## src/rtl/mul_pkg.sv

```systemverilog
// Shared definitions for the packed dual multiplier family.
//
// Purpose:
//   Width derivations for guard-band packing and the transaction mode type.
//   Two DATA_W operands share one COEF_W coefficient. They are packed as
//   {a0, GUARD zeros, a1} so that a single wide unsigned multiply yields both
//   products. GUARD = COEF_W is the least padding that stops the low product's
//   carry from reaching the high field.
//
//   The packed-operand and stage-payload structs depend on the DATA_W/COEF_W
//   parameters of each instance. A package cannot carry parameterised types,
//   so those structs are declared inside the modules that use them. They are
//   built from the widths derived here.
//
// Ports: none (package).
package mul_pkg;

  typedef enum logic {
    MODE_UNSIGNED = 1'b0,
    MODE_SIGNED   = 1'b1
  } mode_e;

  function automatic int prod_w(input int data_w, input int coef_w);
    return data_w + coef_w;
  endfunction

  function automatic int guard_w(input int coef_w);
    return coef_w;
  endfunction

  function automatic int pack_w(input int data_w, input int coef_w);
    return 2 * data_w + guard_w(coef_w);
  endfunction

endpackage

```

## src/rtl/packed_dual_mul_core.sv

```systemverilog
// Combinational datapath of the packed dual multiplier.
//
// Purpose:
//   Provides three independent combinational slices: pack, multiply, and
//   unpack plus sign correction. A pipelined wrapper can register between the
//   slices, and an unpipelined model can simply chain them.
//
// Ports:
//   a0, a1          operands to pack (raw bits)
//   packed_op       {a0, GUARD zeros, a1}
//   mul_op          packed operand to multiply
//   mul_coef        shared unsigned coefficient
//   wide            mul_op * mul_coef, full width
//   fix_wide        wide product to unpack
//   fix_mode        signed/unsigned interpretation of the operands
//   fix_coef        coefficient used for the sign correction
//   fix_a0_msb/a1   operand sign bits
//   p0, p1          final PROD_W products a0*coef and a1*coef
module packed_dual_mul_core
  import mul_pkg::*;
#(
  parameter int DATA_W = 12,
  parameter int COEF_W = 11,
  localparam int PROD_W = prod_w(DATA_W, COEF_W),
  localparam int PACK_W = pack_w(DATA_W, COEF_W),
  localparam int GUARD  = guard_w(COEF_W),
  localparam int WIDE_W = 2 * PROD_W
) (
  input  logic [DATA_W-1:0] a0,
  input  logic [DATA_W-1:0] a1,
  output logic [PACK_W-1:0] packed_op,
  input  logic [PACK_W-1:0] mul_op,
  input  logic [COEF_W-1:0] mul_coef,
  output logic [WIDE_W-1:0] wide,
  input  logic [WIDE_W-1:0] fix_wide,
  input  mode_e             fix_mode,
  input  logic [COEF_W-1:0] fix_coef,
  input  logic              fix_a0_msb,
  input  logic              fix_a1_msb,
  output logic [PROD_W-1:0] p0,
  output logic [PROD_W-1:0] p1
);

  logic [PROD_W-1:0] sign_fix;

  assign packed_op = {a0, {GUARD{1'b0}}, a1};

  // The guard band keeps a1*coef below 2^PROD_W, so the two fields never interact.
  assign wide = WIDE_W'(mul_op) * WIDE_W'(mul_coef);

  // A two's complement operand with its MSB set equals raw - 2^DATA_W.
  // Its product is therefore raw*coef - (coef << DATA_W), taken mod 2^PROD_W.
  assign sign_fix = {fix_coef, {DATA_W{1'b0}}};

  always_comb begin
    p0 = fix_wide[WIDE_W-1:PROD_W];
    p1 = fix_wide[PROD_W-1:0];
    if (fix_mode == MODE_SIGNED) begin
      if (fix_a0_msb) p0 = p0 - sign_fix;
      if (fix_a1_msb) p1 = p1 - sign_fix;
    end
  end

endmodule

```

## src/rtl/packed_dual_mul_pipe.sv

```systemverilog
// Three-stage pipelined packed dual multiplier with valid/ready flow control.
//
// Purpose:
//   Computes a0*coef and a1*coef with one wide multiplier.
//   Stage 1 registers the packed operand, stage 2 registers the wide product,
//   and stage 3 registers the sign-corrected products.
//   Each stage advances when it is empty or when the stage after it can
//   accept, so bubbles collapse and a full pipe streams one result per cycle.
//
// Ports:
//   clk, rst_n          clock, asynchronous active-low reset
//   in_valid/in_ready   input handshake
//   in_signed           1 = operands are two's complement
//   in_a0, in_a1        DATA_W operands
//   in_coef             COEF_W unsigned coefficient
//   out_valid/out_ready output handshake
//   out_p0, out_p1      PROD_W products, held stable while stalled
module packed_dual_mul_pipe
  import mul_pkg::*;
#(
  parameter int DATA_W = 12,
  parameter int COEF_W = 11,
  localparam int PROD_W = prod_w(DATA_W, COEF_W)
) (
  input  logic              clk,
  input  logic              rst_n,
  input  logic              in_valid,
  output logic              in_ready,
  input  logic              in_signed,
  input  logic [DATA_W-1:0] in_a0,
  input  logic [DATA_W-1:0] in_a1,
  input  logic [COEF_W-1:0] in_coef,
  output logic              out_valid,
  input  logic              out_ready,
  output logic [PROD_W-1:0] out_p0,
  output logic [PROD_W-1:0] out_p1
);

  localparam int PACK_W = pack_w(DATA_W, COEF_W);
  localparam int GUARD  = guard_w(COEF_W);
  localparam int WIDE_W = 2 * PROD_W;

  typedef struct packed {
    logic [DATA_W-1:0] a0;
    logic [GUARD-1:0]  guard;
    logic [DATA_W-1:0] a1;
  } pack_t;

  typedef struct packed {
    logic              valid;
    mode_e             mode;
    logic [COEF_W-1:0] coef;
    pack_t             data;
  } s1_t;

  typedef struct packed {
    logic              valid;
    mode_e             mode;
    logic [COEF_W-1:0] coef;
    logic              a0_msb;
    logic              a1_msb;
    logic [WIDE_W-1:0] data;
  } s2_t;

  s1_t s1;
  s2_t s2;
  logic s3_valid;
  logic s2_accept;
  logic s3_accept;

  logic [PACK_W-1:0] pack_next;
  logic [WIDE_W-1:0] wide_next;
  logic [PROD_W-1:0] p0_next;
  logic [PROD_W-1:0] p1_next;

  // Ready ripples back from the output so that an empty stage never blocks.
  assign s3_accept = !s3_valid || out_ready;
  assign s2_accept = !s2.valid || s3_accept;
  assign in_ready  = !s1.valid || s2_accept;
  assign out_valid = s3_valid;

  packed_dual_mul_core #(
    .DATA_W(DATA_W),
    .COEF_W(COEF_W)
  ) u_core (
    .a0        (in_a0),
    .a1        (in_a1),
    .packed_op (pack_next),
    .mul_op    (s1.data),
    .mul_coef  (s1.coef),
    .wide      (wide_next),
    .fix_wide  (s2.data),
    .fix_mode  (s2.mode),
    .fix_coef  (s2.coef),
    .fix_a0_msb(s2.a0_msb),
    .fix_a1_msb(s2.a1_msb),
    .p0        (p0_next),
    .p1        (p1_next)
  );

  // Payload registers load only on a real transfer.
  // A stalled or emptied stage therefore keeps its last data.
  always_ff @(posedge clk or negedge rst_n) begin
    if (!rst_n) begin
      s1 <= '0;
    end else if (in_ready) begin
      s1.valid <= in_valid;
      if (in_valid) begin
        s1.mode <= mode_e'(in_signed);
        s1.coef <= in_coef;
        s1.data <= pack_next;
      end
    end
  end

  // The operand sign bits are carried alongside the product.
  // The packed operand itself is not kept after the multiply.
  always_ff @(posedge clk or negedge rst_n) begin
    if (!rst_n) begin
      s2 <= '0;
    end else if (s2_accept) begin
      s2.valid <= s1.valid;
      if (s1.valid) begin
        s2.mode   <= s1.mode;
        s2.coef   <= s1.coef;
        s2.a0_msb <= s1.data.a0[DATA_W-1];
        s2.a1_msb <= s1.data.a1[DATA_W-1];
        s2.data   <= wide_next;
      end
    end
  end

  always_ff @(posedge clk or negedge rst_n) begin
    if (!rst_n) begin
      s3_valid <= 1'b0;
      out_p0   <= '0;
      out_p1   <= '0;
    end else if (s3_accept) begin
      s3_valid <= s2.valid;
      if (s2.valid) begin
        out_p0 <= p0_next;
        out_p1 <= p1_next;
      end
    end
  end

endmodule

```

## config.mk

```make
export PLATFORM = sky130hd
export DESIGN_NAME = packed_dual_mul_pipe
export DESIGN_NICKNAME = d
export VERILOG_FILES = /design/src/rtl/mul_pkg.sv /design/src/rtl/packed_dual_mul_core.sv /design/src/rtl/packed_dual_mul_pipe.sv
export SDC_FILE = /design/constraint.sdc
export NUM_CORES = 1
export LEC_CHECK = 0
export ABC_CLOCK_PERIOD_IN_PS = 5300
export BUFFER_PORTS_ARGS = -buffer_cell sky130_fd_sc_hd__buf_2
export CORE_MARGIN = 10
export CORE_UTILIZATION = 58
export DETAILED_ROUTE_END_ITERATION = 8
export GPL_TIMING_DRIVEN = 0
export PLACE_DENSITY = 0.81
export REMOVE_ABC_BUFFERS = 1
export SYNTH_ARGS = -nofsm -noshare
export SYNTH_HDL_FRONTEND = slang
export SYNTH_HIERARCHICAL = 1
export SYNTH_SLANG_ARGS = --single-unit
```

## constraint.sdc

```tcl
create_clock -name clk -period 5.3 [get_ports clk]
set_input_delay 0.53 -clock clk [delete_from_list [all_inputs] [get_ports clk]]
set_output_delay 0.53 -clock clk [all_outputs]
set_load 0.05 [all_outputs]
```

# Word-level counts from Yosys, hierarchy flattened

Index checks and enable logic that the tools add are counted.
Widths: inputs -> output; s select.

Bits of input ports: 40
Output and inout port bits: 48
RAM bits: 0
Word-level logic and storage cells: 30
Bits in latches: 0
Memory bits (read-only): 0
Memories kept: 0
Flip-flop bits (word level): 145

Eq/ne operators: 0
Bitwise gates (word level): 0
Shift-type cells: 0
Reduce and logical (&&, ||, !) cells: 9
Multipliers: 1
Magnitude comparators: 0
Div/mod/pow operators: 0
Muxes and demuxes: 4
Add/subtract/negate cells: 2

Operators with widths:

| cell             | number |
|---|---|
| $mux 23          | 4 |
| $mul 35x11->46   | 1 |
| $sub 23x23->23   | 2 |
| $reduce_and 2->1 | 3 |
| $logic_not 1->1  | 3 |
| $logic_or 1x1->1 | 3 |

# Depth between registers and ports, before layout

Gate-level depths: netlist of run 1.

Word-level depth: 5
Depth in mapped cells: 23
Depth with buffers taken out: 20

# By module

Netlist of run 1, hierarchy kept.

Modules (own cells, without submodules):

| module               | instances | seq. area each (µm²) | area an instance (µm²) | cells each |
|---|---|---|---|---|
| packed_dual_mul_core | 1         | 0.0                  | 13864.5                | 1689 |
| packed_dual_mul_pipe | 1         | 3903.7               | 5957.0                 | 333 |

# Least setup slack after synthesis of run 1

OpenSTA, ideal clock, no wires.

Path type: reg-to-reg
From: reg s1[40] (netlist bit)
To: reg s2[44] (netlist bit)
Cell stages (with the launch flop): 21
Path buffers: 3
Setup time: 0.125 ns
Setup slack: -0.437 ns
Clock period less this slack: 5.737 ns
Required time: 5.175 ns
Arrival: 5.612 ns
Path through: dfrtp_1 > clkbuf_1 > clkbuf_1 > nand2_1 > fa_1 > inv_1 > fa_1 > fa_1 > fa_1 > inv_1 > fa_1 > inv_1 > ha_1 > buf_2 > nand2_2 > or4_1 > o31a_4 > o21a_4 > a2111oi_4 > nor3_1 > mux2_2

Longest elaborated chain between the ends: 1

RTL lines:

| what              | RTL line                   | RTL |
|---|---|---|
| from (decl)       | packed_dual_mul_pipe.sv:65 | `s1_t s1;` |
| $mul 35x11->46    | packed_dual_mul_core.sv:49 | `assign wide = WIDE_W'(mul_op) * WIDE_W'(mul_coef);` |
| net wide_next[44] | packed_dual_mul_pipe.sv:72 | `logic [WIDE_W-1:0] wide_next;` |
| to (decl)         | packed_dual_mul_pipe.sv:66 | `s2_t s2;` |

The timed path passes the listed nets, and every way through them passes these cells.
A chain may end at the register's enable or synchronous reset.

# Final worst setup path of run 1

From: reg s1[43] (netlist bit)
To: reg s2[40] (netlist bit)

The elaborated chain is that of the path after synthesis.

==> results.py, run 1 <==
metrics = {
    "run_status": {
        "violations": "negative setup slack",
        "status": "finished with violations",
    },
    "yosys": {
        "asyncSetResetFlopFracSynth": 1.00,
        "synth_top_family_by_area": "adder cells",
        "post-synth-top-area-cell": "sky130_fd_sc_hd__fa_1",
        "mappedNetlistArea_mm2": 0.0198,
        "synth.lib_cells_used.distinct": 75,
        "number_of_storage_elements_in_the_synthesis_netlist": 156,
        "synth_compound_area_frac": 0.0739,
        "synth_xor_area_frac": 0.0203,
        "synthCells": 2022,
        "yosys.area_share.adder": 0.367,
        "synth.area.mux_share": 0.0931,
        "post_synth.cell_area_avg_um2": 9.80,
        "synth-edff-count": 0,
        "yosysSeqAreaShare": 0.197,
        "synthTopCellsByArea": "sky130_fd_sc_hd__fa_1 30%, sky130_fd_sc_hd__dfrtp_1 20%, sky130_fd_sc_hd__mux2_2 7.0%, sky130_fd_sc_hd__ha_1 6.6%, sky130_fd_sc_hd__inv_1 5.9%",
        "top_flip_flop_cell_by_instance_count_after_synthesis": "sky130_fd_sc_hd__dfrtp_1",
        "synth.top_cell.area_share": 0.301,
        "synth_warnings": 6,
        "synthSimpleGateAreaFrac": 0.141,
    },
    "grt": {
        "grt_util_met1": 0.301,
        "first_global_vias": 15666,
        "grt_first_pass_wirelength_mm": 82.0,
        "grt_util_all_layers": 0.248,
        "globalRoute.busiestLayer": "met2",
        "gr-usage-met3": 0.0559,
        "grt_start_max_net_pins": 77,
        "overflow": 0,
        "met2_usage": 0.425,
        "grt_antenna_before_repair": 4,
    },
    "sta": {
        "final.setup_skew_ps": 21.6,
        "min_period_ps": 5800,
        "setup_viol": 32,
        "finalHoldViolations": 0,
        "timing.final.max_slew_violations": 0,
        "postLayoutSetupSlackWorst_ps": -501,
        "slew_headroom": 0.137,
        "worstMarginPinSlew_ps": 1290,
        "grt_setup_unrepaired": "true",
        "final_min_period_over_clock_period": 1.09,
        "fmax_mhz": 172,
    },
    "route": {
        "detailed_route_wire_length_per_cell_um": 20.6,
        "post-route-drc-count": 0,
        "firstDrtPassIters": 5,
        "count_of_nets_left_with_antenna_violations_after_detail_routing": 0,
        "route.vias.total": 14491,
        "post_drt_via_cell_ratio": 5.78,
        "wirelength_mm": 51.6,
        "drtIter0Drc": 1174,
    },
    "critical_path": {
        "critical_path_arrival_ps": 6130,
        "critPathRequiredTime_ps": 5630,
        "timing.setup.critical_path_class": "reg2reg",
        "endpoint_kind": "register",
        "worstSetupStartpointType": "register",
        "critical_path_peak_fanout": 10,
    },
    "final_layout": {
        "fin_nets": 2489,
        "most_frequent_cells_in_the_layout": "304 x sky130_fd_sc_hd__inv_1, 293 x sky130_fd_sc_hd__fa_1, 275 x sky130_fd_sc_hd__nand2_1",
        "layout_commonest_cell": "sky130_fd_sc_hd__inv_1",
        "multi_input_area_mm2": 0.0144,
        "final_layout_size_suffix_gt1_frac": 0.240,
        "final-seq-area_mm2": 0.00396,
        "area_growth_pct": 12.0,
        "layout.filler_cells": 2517,
    },
    "clock_network": {
        "clockRootBuffer": "sky130_fd_sc_hd__clkbuf_16",
        "clkTransAtPathRegs_ps": 80,
        "htreeDepth": 4,
        "worst_skew_pair.late_latency_ps": 460,
        "cts_buffers": 17,
        "cts_tree": "yes",
        "clk_path_buf_depth": 2,
        "clock_sink_count": 156,
    },
    "place": {
        "detail_placement_hpwl_mm": 34.1,
        "detailedPlace.worstSlack_ps": -1520,
        "globalplace.congestion": 0.915,
        "i_o_buffers": 87,
    },
    "die": {
        "chipWidth_um": 205,
        "die_area_mm2": 0.0420,
        "rows": 67,
        "design.core.area_mm2": 0.0336,
        "effective_utilization_at_floorplan": 0.590,
        "io_pins": 88,
        "die_y_um": 205,
    },
    "hold_path": {
        "worstHoldPathType": "in2reg",
    },
    "run": {
        "maxCapViolCount": 0,
    },
}
## metal layers
metal / up-vias / wire length, µm
li1: 6323 / -
met1: 7491 / 20300
met2: 537 / 25500
met3: 134 / 3970
met4: 6 / 1740
met5: - / 46
## per-stage QoR
stage	utilization	cell area (µm²)	std cells	setup TNS, ps	hold slack [ps]
after floorplan	-	18900	1860	-5630	234
after global placement	0.591	19900	2395	-37190	482
after detailed placement	0.594	20000	2398	-39810	425
after CTS	0.651	21900	2487	-9410	281
after global routing	0.660	22200	2507	-13940	290
final	0.660	22200	2508	-9950	299
## cells by family after synthesis
kind of cell / Yosys count
compound gates: 211
xor+xnor: 46
fa+ha+maj: 402
buf+inv: 481
flops: 156
mux: 154
other cells: 1
simple gates: 571
## sequential cells by signal, indices dropped and copies added, names as in the netlist
register,flops
out_p0,23
out_p1,23
out_valid,1
s2,61
s1,48
## worst paths after layout
path / endpoint / from / cells after the start / slack (ps)
worst max-delay path: s2[40] / s1[43] / 18 / -500
worst min-delay path: s1[40] / in_coef[5] / 2 / 300
max in group asynchronous: s1[37] / rst_n / 4 / 3770
worst max register to register: s2[40] / s1[43] / 18 / -500
worst min register to register: out_p1[10] / out_p1[10] / 1 / 500
min in group asynchronous: s1[40] / rst_n / 2 / 510
## timing repair
item                                    CTS  global route
pin swaps                                42            40
hold buffers                              1             0
endpoints found under the setup margin   37            34
cloned                                    0             0
hold endpoints to repair                 27             0
gates resized for setup                 132            51
setup buffers                            57            21
## area by class of cell
cell class                      count  area share
Sequential cell                   156       0.178
Timing Repair Buffer              168      0.0662
Multi-Input combinational cell   1395       0.650
Antenna cell                        1    0.000113
Clock buffer                       19      0.0204
Inverter                          309      0.0522
Clock inverter                     12     0.00699
Tap cell                          448      0.0253
## synth_stat cells, drive strengths merged (5+ instances only)
master and instances:
a2111oi 5, a211oi 6, a21o 29, a21oi 57, a31oi 12, and2 169, and3 10, buf 83
clkbuf 89, dfrtp 156, fa 298, ha 104, inv 309, mux2 153, nand2 283, nand2b 9
nand3 14, nand3b 5, nand4 10, nor2 32, nor2b 9, nor3 13, nor3b 6, o211ai 7
o21a 11, o21ai 41, o31ai 12, xnor2 31, xor2 15
## worst max-delay path, cell delays in order, from the launching register on
cell and delay [ps]:
sky130_fd_sc_hd__dfrtp_4 490, sky130_fd_sc_hd__buf_12 160, sky130_fd_sc_hd__buf_4 130, sky130_fd_sc_hd__and2_1 160, sky130_fd_sc_hd__fa_1 500, sky130_fd_sc_hd__fa_2 550
sky130_fd_sc_hd__fa_1 440, sky130_fd_sc_hd__fa_1 500, sky130_fd_sc_hd__inv_1 60, sky130_fd_sc_hd__fa_1 490, sky130_fd_sc_hd__inv_1 70, sky130_fd_sc_hd__ha_4 300
sky130_fd_sc_hd__nand2_4 50, sky130_fd_sc_hd__or4_4 530, sky130_fd_sc_hd__o31a_4 320, sky130_fd_sc_hd__o211ai_4 280, sky130_fd_sc_hd__a21oi_2 110, sky130_fd_sc_hd__o2111a_1 260
sky130_fd_sc_hd__mux2_2 250
Power of run 1 is not shown: default switching activity piles up to over one toggle a cycle in this logic, so the estimate is an artifact.
==> run 2, diff against run 1 <==
--- a/config.mk
+++ b/config.mk
@@ -13,6 +13,7 @@
 export GPL_TIMING_DRIVEN = 0
 export PLACE_DENSITY = 0.81
 export REMOVE_ABC_BUFFERS = 1
+export SKIP_LAST_GASP = 1
 export SYNTH_ARGS = -nofsm -noshare
 export SYNTH_HDL_FRONTEND = slang
 export SYNTH_HIERARCHICAL = 1
==> results.py, run 2 (synthesized netlist as in run 1, its figures left out) <==
metrics = {
    "die": {
        "die_y_um": 205,
        "design.core.area_mm2": 0.0336,
        "effective_utilization_at_floorplan": 0.590,
        "rows": 67,
        "chipWidth_um": 205,
        "die_area_mm2": 0.0420,
        "io_pins": 88,
    },
    "clock_network": {
        "cts_tree": "yes",
        "clockRootBuffer": "sky130_fd_sc_hd__clkbuf_16",
        "clkTransAtPathRegs_ps": 80,
        "cts_buffers": 17,
        "worst_skew_pair.late_latency_ps": 460,
        "clock_sink_count": 156,
        "htreeDepth": 4,
        "clk_path_buf_depth": 2,
    },
    "run_status": {
        "violations": "negative setup slack",
        "status": "finished with violations",
    },
    "critical_path": {
        "critical_path_arrival_ps": 6140,
        "setup.reg_to_reg.worst_slack_ps": -510,
        "critPathRequiredTime_ps": 5630,
        "timing.setup.critical_path_class": "reg2reg",
        "r2r.worst_path.cells": 18,
        "endpoint_kind": "register",
        "worstSetupStartpointType": "register",
        "worst_r2r_endpoint": "s2[40]",
        "critical_path_peak_fanout": 8,
        "worstReg2RegStart": "s1[45]",
    },
    "sta": {
        "final.setup_skew_ps": 21.9,
        "finalHoldViolations": 0,
        "final_min_period_over_clock_period": 1.10,
        "hold_slack_ps": 299,
        "fmax_mhz": 172,
        "grt_setup_unrepaired": "true",
        "timing.final.max_slew_violations": 0,
        "setup_viol": 32,
        "min_period_ps": 5810,
        "postLayoutSetupSlackWorst_ps": -508,
        "slew_headroom": 0.132,
        "worstMarginPinSlew_ps": 1300,
    },
    "final_layout": {
        "fin_nets": 2490,
        "layout.filler_cells": 2516,
        "final_layout_size_suffix_gt1_frac": 0.239,
        "layout_commonest_cell": "sky130_fd_sc_hd__inv_1",
        "top_regs": "s2 x61, s1 x48",
        "area_growth_pct": 12.1,
        "largest-register": "s2",
        "largest_reg_flops": 61,
        "most_frequent_cells_in_the_layout": "304 x sky130_fd_sc_hd__inv_1, 293 x sky130_fd_sc_hd__fa_1, 274 x sky130_fd_sc_hd__nand2_1",
    },
    "route": {
        "post_drt_via_cell_ratio": 5.78,
        "wirelength_mm": 51.4,
        "post-route-drc-count": 0,
        "count_of_nets_left_with_antenna_violations_after_detail_routing": 0,
        "detailed_route_wire_length_per_cell_um": 20.5,
        "firstDrtPassIters": 7,
        "drtIter0Drc": 1091,
        "route.vias.total": 14522,
    },
    "hold_path": {
        "worstHoldPathType": "in2reg",
        "cell_count_of_the_worst_hold_path": 2,
        "worst_hold_path.endpoint": "s1[40]",
        "worst_min_path_start": "in_coef[5]",
    },
    "grt": {
        "grt_util_met1": 0.301,
        "grt_antenna_before_repair": 2,
        "met2_usage": 0.425,
        "grt_first_pass_wirelength_mm": 81.9,
        "globalRoute.busiestLayer": "met2",
        "gr-usage-met3": 0.0559,
        "grt_util_all_layers": 0.248,
        "first_global_vias": 15653,
        "overflow": 0,
        "grt_start_max_net_pins": 77,
    },
    "place": {
        "i_o_buffers": 87,
        "detail_placement_hpwl_mm": 34.1,
        "detailedPlace.worstSlack_ps": -1520,
        "globalplace.congestion": 0.915,
    },
    "run": {
        "maxCapViolCount": 0,
    },
}
[run 2: layer usage]
metal | routed length (µm) | part of all wire
met1 | 20200 | 0.39
met3 | 4080 | 0.079
met5 | 13 | 0.00025
met2 | 25500 | 0.50
met4 | 1650 | 0.032
[run 2: worst max path at each step]
stage,from,endpoint,cells past startpoint,slack (ps)
after floorplan,s1[37],s2[44],17,-490
after global placement,s1[41],s2[37],18,-1510
after detailed placement,s1[40],s2[37],18,-1520
after CTS,s1[42],s2[40],19,-510
after global routing,s1[40],s2[40],20,-630
final,s1[45],s2[40],18,-510
[run 2: cell type report]
class	count	area, µm²	share of cell area
diodes	3	7.51	0.000338
clock buffers	19	453	0.0204
clock inverters	12	155	0.00698
inverters	309	1160	0.0522
multi-input cells	1395	14400	0.650
flip-flops and latches	156	3960	0.178
well taps	448	561	0.0252
repair buffers	169	1490	0.0670
[run 2: critical path, cell delays in order, from the launching register on]
cell,delay (ps)
sky130_fd_sc_hd__dfrtp_4,560
sky130_fd_sc_hd__buf_4,170
sky130_fd_sc_hd__buf_4,130
sky130_fd_sc_hd__and2_1,160
sky130_fd_sc_hd__fa_1,390
sky130_fd_sc_hd__fa_1,550
sky130_fd_sc_hd__fa_1,460
sky130_fd_sc_hd__fa_1,510
sky130_fd_sc_hd__inv_1,50
sky130_fd_sc_hd__fa_1,480
sky130_fd_sc_hd__inv_1,60
sky130_fd_sc_hd__ha_4,330
sky130_fd_sc_hd__nand2_2,100
sky130_fd_sc_hd__or4_4,520
sky130_fd_sc_hd__o31a_4,320
sky130_fd_sc_hd__o211ai_4,270
sky130_fd_sc_hd__a21oi_2,110
sky130_fd_sc_hd__o2111a_1,260
sky130_fd_sc_hd__mux2_2,250
[run 2: through the flow]
step	area, µm²	instances	TNS, ps	util
floorplan	18900	1860	-5630	-
global placement	19900	2395	-37190	0.591
detailed placement	20000	2398	-39810	0.594
CTS	21900	2487	-9520	0.650
global route	22200	2509	-13350	0.661
finish	22200	2511	-9060	0.661
[run 2: repair_timing]
item	4_1_cts	5_1_grt
buffers inserted	57	21
endpoints found under the hold margin	27	0
hold buffers	1	0
pin swaps	41	41
gates resized for setup	131	49
setup endpoints to repair	37	34
Power of run 2 is left out for the same reason.
